$ cat config.mk
export PLATFORM = sky130hd
export DESIGN_NAME = if_fetch_unit
export DESIGN_NICKNAME = d
export VERILOG_FILES = /design/src/rtl/riscv_pkg.sv /design/src/rtl/fetch_pc_gen.sv /design/src/rtl/if_fetch_unit.sv
export SDC_FILE = /design/constraint.sdc
export NUM_CORES = 1
export LEC_CHECK = 0
export ABC_AREA = 1
export CORE_MARGIN = 3
export CORE_UTILIZATION = 40
export DETAILED_ROUTE_END_ITERATION = 8
export PLACE_DENSITY = 0.93
export SYNTH_ARGS = -nofsm -noshare
export SYNTH_HDL_FRONTEND = slang
export SYNTH_SLANG_ARGS = --single-unit
$ cat constraint.sdc
create_clock -name clk -period 4.07 [get_ports clk]
set_clock_uncertainty 0.2 [all_clocks]
set_input_delay 0.6105 -clock clk [delete_from_list [all_inputs] [get_ports clk]]
set_output_delay 0.6105 -clock clk [all_outputs]
set_load 0.03 [all_outputs]
$ cat src/rtl/riscv_pkg.sv
// Shared definitions for the fetch stage: data width, bubble encoding and
// the fetch state machine encoding.
package riscv_pkg;

  localparam int XLEN = 32;

  // addi x0,x0,0
  localparam logic [XLEN-1:0] NOP_INSTR = 32'h0000_0013;

  typedef enum logic [1:0] {
    S_BOOT   = 2'd0,
    S_RUN    = 2'd1,
    S_SQUASH = 2'd2
  } fetch_state_e;

endpackage

$ cat src/rtl/fetch_pc_gen.sv
// Program counter register and next-PC selection.
// Priority per edge: redirect (word-aligned target) > stall (hold) > increment.
module fetch_pc_gen
  import riscv_pkg::*;
#(
  parameter logic [XLEN-1:0] RESET_PC = '0,
  parameter int              PC_STEP  = 4
) (
  input  logic            clk,
  input  logic            rst_n,
  input  logic            stall,
  input  logic            redirect_valid,
  input  logic [XLEN-1:0] redirect_pc,
  output logic [XLEN-1:0] pc_q
);

  logic [XLEN-1:0] pc_d;

  // Target low bits carry no meaning for 32-bit aligned fetch.
  logic unused_redirect_lo;
  assign unused_redirect_lo = ^redirect_pc[1:0];

  // Next-PC mux; increment wraps naturally modulo 2^XLEN.
  always_comb begin
    pc_d = pc_q;
    if (redirect_valid)
      pc_d = {redirect_pc[XLEN-1:2], 2'b00};
    else if (!stall)
      pc_d = pc_q + XLEN'(PC_STEP);
  end

  // PC register.
  always_ff @(posedge clk or negedge rst_n) begin
    if (!rst_n) pc_q <= RESET_PC;
    else        pc_q <= pc_d;
  end

endmodule

$ cat src/rtl/if_fetch_unit.sv
// Instruction-fetch stage. Issues pc_q to a synchronous instruction memory
// and masks the returned data until it belongs to a real, on-path fetch
// (after boot and after a redirect). if_pc leads if_instruction by one cycle.
// Optional build macro: FETCH_PERF_CNT_EN adds the fetch_count output.
module if_fetch_unit
  import riscv_pkg::*;
#(
  parameter logic [XLEN-1:0] RESET_PC  = 32'h0000_0000,
  parameter logic [XLEN-1:0] NOP_INSTR = riscv_pkg::NOP_INSTR,
  parameter int              PC_STEP   = 4
) (
  input  logic            clk,
  input  logic            rst_n,
  input  logic            stall,
  input  logic            redirect_valid,
  input  logic [XLEN-1:0] redirect_pc,
  output logic [XLEN-1:0] imem_addr,
  output logic            imem_en,
  input  logic [XLEN-1:0] imem_rdata,
  output logic [XLEN-1:0] if_pc,
  output logic [XLEN-1:0] if_instruction,
  output logic            if_valid
`ifdef FETCH_PERF_CNT_EN
  ,
  output logic [XLEN-1:0] fetch_count
`endif
);

  fetch_state_e    fsm_q, fsm_d;
  logic [XLEN-1:0] pc_q;

  fetch_pc_gen #(
    .RESET_PC (RESET_PC),
    .PC_STEP  (PC_STEP)
  ) u_pc_gen (
    .clk            (clk),
    .rst_n          (rst_n),
    .stall          (stall),
    .redirect_valid (redirect_valid),
    .redirect_pc    (redirect_pc),
    .pc_q           (pc_q)
  );

  // State register.
  always_ff @(posedge clk or negedge rst_n) begin
    if (!rst_n) fsm_q <= S_BOOT;
    else        fsm_q <= fsm_d;
  end

  // Next state: a redirect squashes the in-flight fetch; any other
  // non-stalled edge makes the next memory word an on-path instruction.
  always_comb begin
    fsm_d = fsm_q;
    if (redirect_valid)
      fsm_d = S_SQUASH;
    else if (!stall)
      fsm_d = S_RUN;
  end

  // Memory interface and output masking. A redirect must still fetch the
  // new target, so it overrides the stall on the read enable.
  always_comb begin
    imem_addr      = pc_q;
    if_pc          = pc_q;
    imem_en        = ~stall | redirect_valid;
    if_valid       = (fsm_q == S_RUN);
    if_instruction = (fsm_q == S_RUN) ? imem_rdata : NOP_INSTR;
  end

`ifdef FETCH_PERF_CNT_EN
  // Count instructions actually handed downstream on this edge.
  always_ff @(posedge clk or negedge rst_n) begin
    if (!rst_n)
      fetch_count <= '0;
    else if (if_valid && !stall && !redirect_valid)
      fetch_count <= fetch_count + 1'b1;
  end
`endif

endmodule

==> metrics.md <==
| Metric | Value |
|---|---|
| Worst vdd ir | `between 0.15 and 0.2 mV` |
| Placed cells | `625` |
| Relative max-transition margin | `between 40% and 50%` |
| Skew-Pair Late Insertion Delay | `290 ps` |
| Max clock buf depth | `2` |
| Die area | `about 8000 µm²` |
| P&R area growth vs syn | `54.8%` |
| Synth Register Bits | `32` |
| Busiest layer in global routing | `met2` |
| GPL Wtd Cong | `0.891` |
| Sequential-to-total area share from yosys stat | `between 20 and 30%` |
| Syn. warnings | `0` |
| Worst hold path type | `reg -> reg` |
| Sum Neg Setup Slack | `0 ps` |
| Max Cap Viol | `0` |
| Total track usage | `21.9%` |
| Setup Buffers After CTS | `0` |
| Largest family of logic cells by synthesized area | `simple AND/OR/NAND/NOR gates` |
| Fmax | `307 MHz` |
| Setup violations, final | `0` |
| Initial Util | `approximately 42%` |
| Xor/xnor cell area share of the yosys netlist | `3.79%` |
| Number of diodes | `0` |
| Final std cells w/o fill | `633` |
| Status | `finished, final reports clean` |
| DP Wirelength | `between 6 and 7 mm` |
| Synthesized instance count | `425` |
| Chip height | `89.3 µm` |
| Antenna violations before repair | `0` |
| Drt via density | `between 4 and 5` |
| CP Capture Type | `primary output` |
| Antenna Nets Post-Route | `0` |
| H-tree Lvls | `2` |
| # hold bufs at CTS | `0` |
| Minimum clock period | `3260 ps` |
| Vias in the first global route | `2,924` |
| Layout cells sized above 1 | `under 10%` |
| CTS tree | `done` |
| DRT iter0 DRCs | `124` |
| Clock slew at reported path FFs | `about 70 ps` |
| Final Max Tran Viols | `0` |
| Port bufs | `159` |
| Flop2flop setup slack | `approximately 2200 ps` |
| Static Leakage | `2.03 nW` |
| Gates resized, CTS repair | `0` |
| Gr ovfl total | `0` |
| Met2 usage | `roughly 39%` |
| Std-Cell Rows | `29` |
| CTS Buf Count | `5` |
| Core footprint | `6530 µm²` |
| Synthesized area | `around 2800 µm²` |
| Worst-Margin Slew | `between 800 and 900 ps` |
| I/O pin cnt | `~170` |
| Clk sinks | `32` |
| Grt met3 use | `under 10%` |
| Initial DRT Pass Iterations | `4` |
| Crit Path Max Fanout | `19` |
| Critical setup path kind | `in -> out` |
| Worst Setup Start Kind | `primary input` |
| Synth Area in Compound Gates | `4.82%` |
| Clk Tree Root Cell | `clkbuf_8` |
| M1 GR Usage | `27.2%` |
| RSZ-0062 raised after global routing | `false` |
| Post-Synth Adder-Cell Area | `less than 1%` |
| Worst reg2reg path endpoint | `u_pc_gen.pc_q[24]` |
| FILL cells | `about 560` |
| Fin crit share | `80.0%` |
| CP startpoint | `stall` |
| Final Hold Vio Count | `0` |
| Worst r2r path cells | `8` |
| Largest net degree at the start of global routing | `33` |
| Final #Nets | `between 600 and 700` |
| DRC | `0` |
| Min-delay src | `fsm_q[1]` |
| Post-layout util | `65.8%` |
| Final wirelength | `roughly 8.6 mm` |
| Mux contribution to synthesized area | `0%` |
| Via count | `2,988` |
| Power Density | `274 nW/µm²` |
| Avg Cell Area, Syn | `between 6 and 7 µm²` |
| Post-Synth Simple-Gate Area | `42.0%` |
| Routed WL per cell | `13.6 µm` |
| Reg2reg start | `u_pc_gen.pc_q[2]` |
| Critical Path Sink | `imem_en` |
| Die Span X | `89.3 µm` |
| CP Data Arrival Time | `around 2500 ps` |
| Global-route wire length before repair | `13.6 mm` |
| Yosys cell types | `33` |
| Worst Path Required | `3260 ps` |
==> sequential cells by signal, summed over array words and instances, names as in the netlist <==
name           flops
u_pc_gen.pc_q     30
fsm_q              2
==> cell usage in the layout (no fill, tap or decap), drive strengths merged, types with 2 or more instances in the layout <==
cell	instances
a21oi	7
and2	2
buf	4
clkbuf	8
clkdlybuf4s50	159
conb	4
dfrtp	32
inv	68
nand2	123
nand3	39
nand4	6
nor2	69
nor3	2
o211ai	3
o21ai	9
or2	3
xnor2	2
xor2	10
==> cell usage after synthesis <==
cell type,instances,share of area (%)
nand2_1,111,15
inv_1,63,8.5
nor2_1,51,6.9
nand3_1,39,7.0
buf_4,34,9.2
dfrtp_1,32,29
nand2_2,10,2.3
nor2_4,10,4.1
xor2_1,10,3.2
a21oi_1,7,1.3
nand4_1,6,1.4
nor2_2,6,1.4
clkbuf_1,5,0.68
inv_2,5,0.68
o21ai_1,5,0.90
o21ai_0,4,0.72
o211ai_1,3,0.81
or2_2,3,0.68
and2_1,2,0.45
buf_2,2,0.36
nand2_4,2,0.81
nor2_8,2,1.4
nor3_1,2,0.36
xnor2_1,2,0.63
a21o_1,1,0.27
buf_1,1,0.14
buf_6,1,0.41
conb_1,1,0.14
ha_1,1,0.45
nand3b_1,1,0.27
o21a_1,1,0.27
o21bai_1,1,0.27
o221ai_1,1,0.32
==> layout make-up <==
type                    instances  area, µm²  area share [%]
clock buffers                   8       90.1            2.10
well taps                      77       96.3            2.24
repair buffers                163       1620            37.8
multi-input cells             285       1430            33.3
inverters                      68        255            5.94
flip-flops and latches         32        801            18.6
==> power breakdown <==
part,internal [mW],switching [mW]
clock,0.138,0.120
sequential,0.350,0.0588
combinational,0.223,0.289
==> kinds of logic after synthesis <==
logic type / count (synthesis)
and+or+nand+nor: 245
buffers and inverters: 111
DFF: 32
AOI/OAI and AO/OA: 23
xor gates and xnor gates: 12
adders and majority gates: 1
other: 1
==> critical path: stages <==
cell and delay, ps:
clkdlybuf4s50_1 510, inv_1 200, nor2_4 40, buf_4 200
inv_2 170, clkdlybuf4s50_1 700
==> routing by layer <==
layer,part of all wire [%],wire [µm],up-vias
met2,51,4390,100
met1,42,3600,1368
met4,1.1,96,0
met3,5.9,507,9
met5,0,0,-
li1,-,-,1511
==> worst min-delay path by stage <==
stage | end | slack (ps) | cells after the start
4_1_cts | fsm_q[1] | 280 | 2
2_1_floorplan | fsm_q[0] | 110 | 0
3_5_place_dp | fsm_q[1] | 260 | 2
3_3_place_gp | fsm_q[1] | 250 | 2
5_1_grt | fsm_q[1] | 310 | 2
6_report | fsm_q[1] | 280 | 2
==> stage by stage <==
step | setup slack [ps] | total power [mW] | instance area, µm² | hold slack, ps
floorplan | 1640 | 0.721 | 2790 | 115
global placement | 850 | 0.917 | 4210 | 251
detailed placement | 831 | 0.928 | 4210 | 261
CTS | 824 | 1.18 | 4300 | 277
global route | 734 | 1.24 | 4300 | 315
finish | 813 | 1.18 | 4300 | 283
Power figures use the tool's default switching activity.
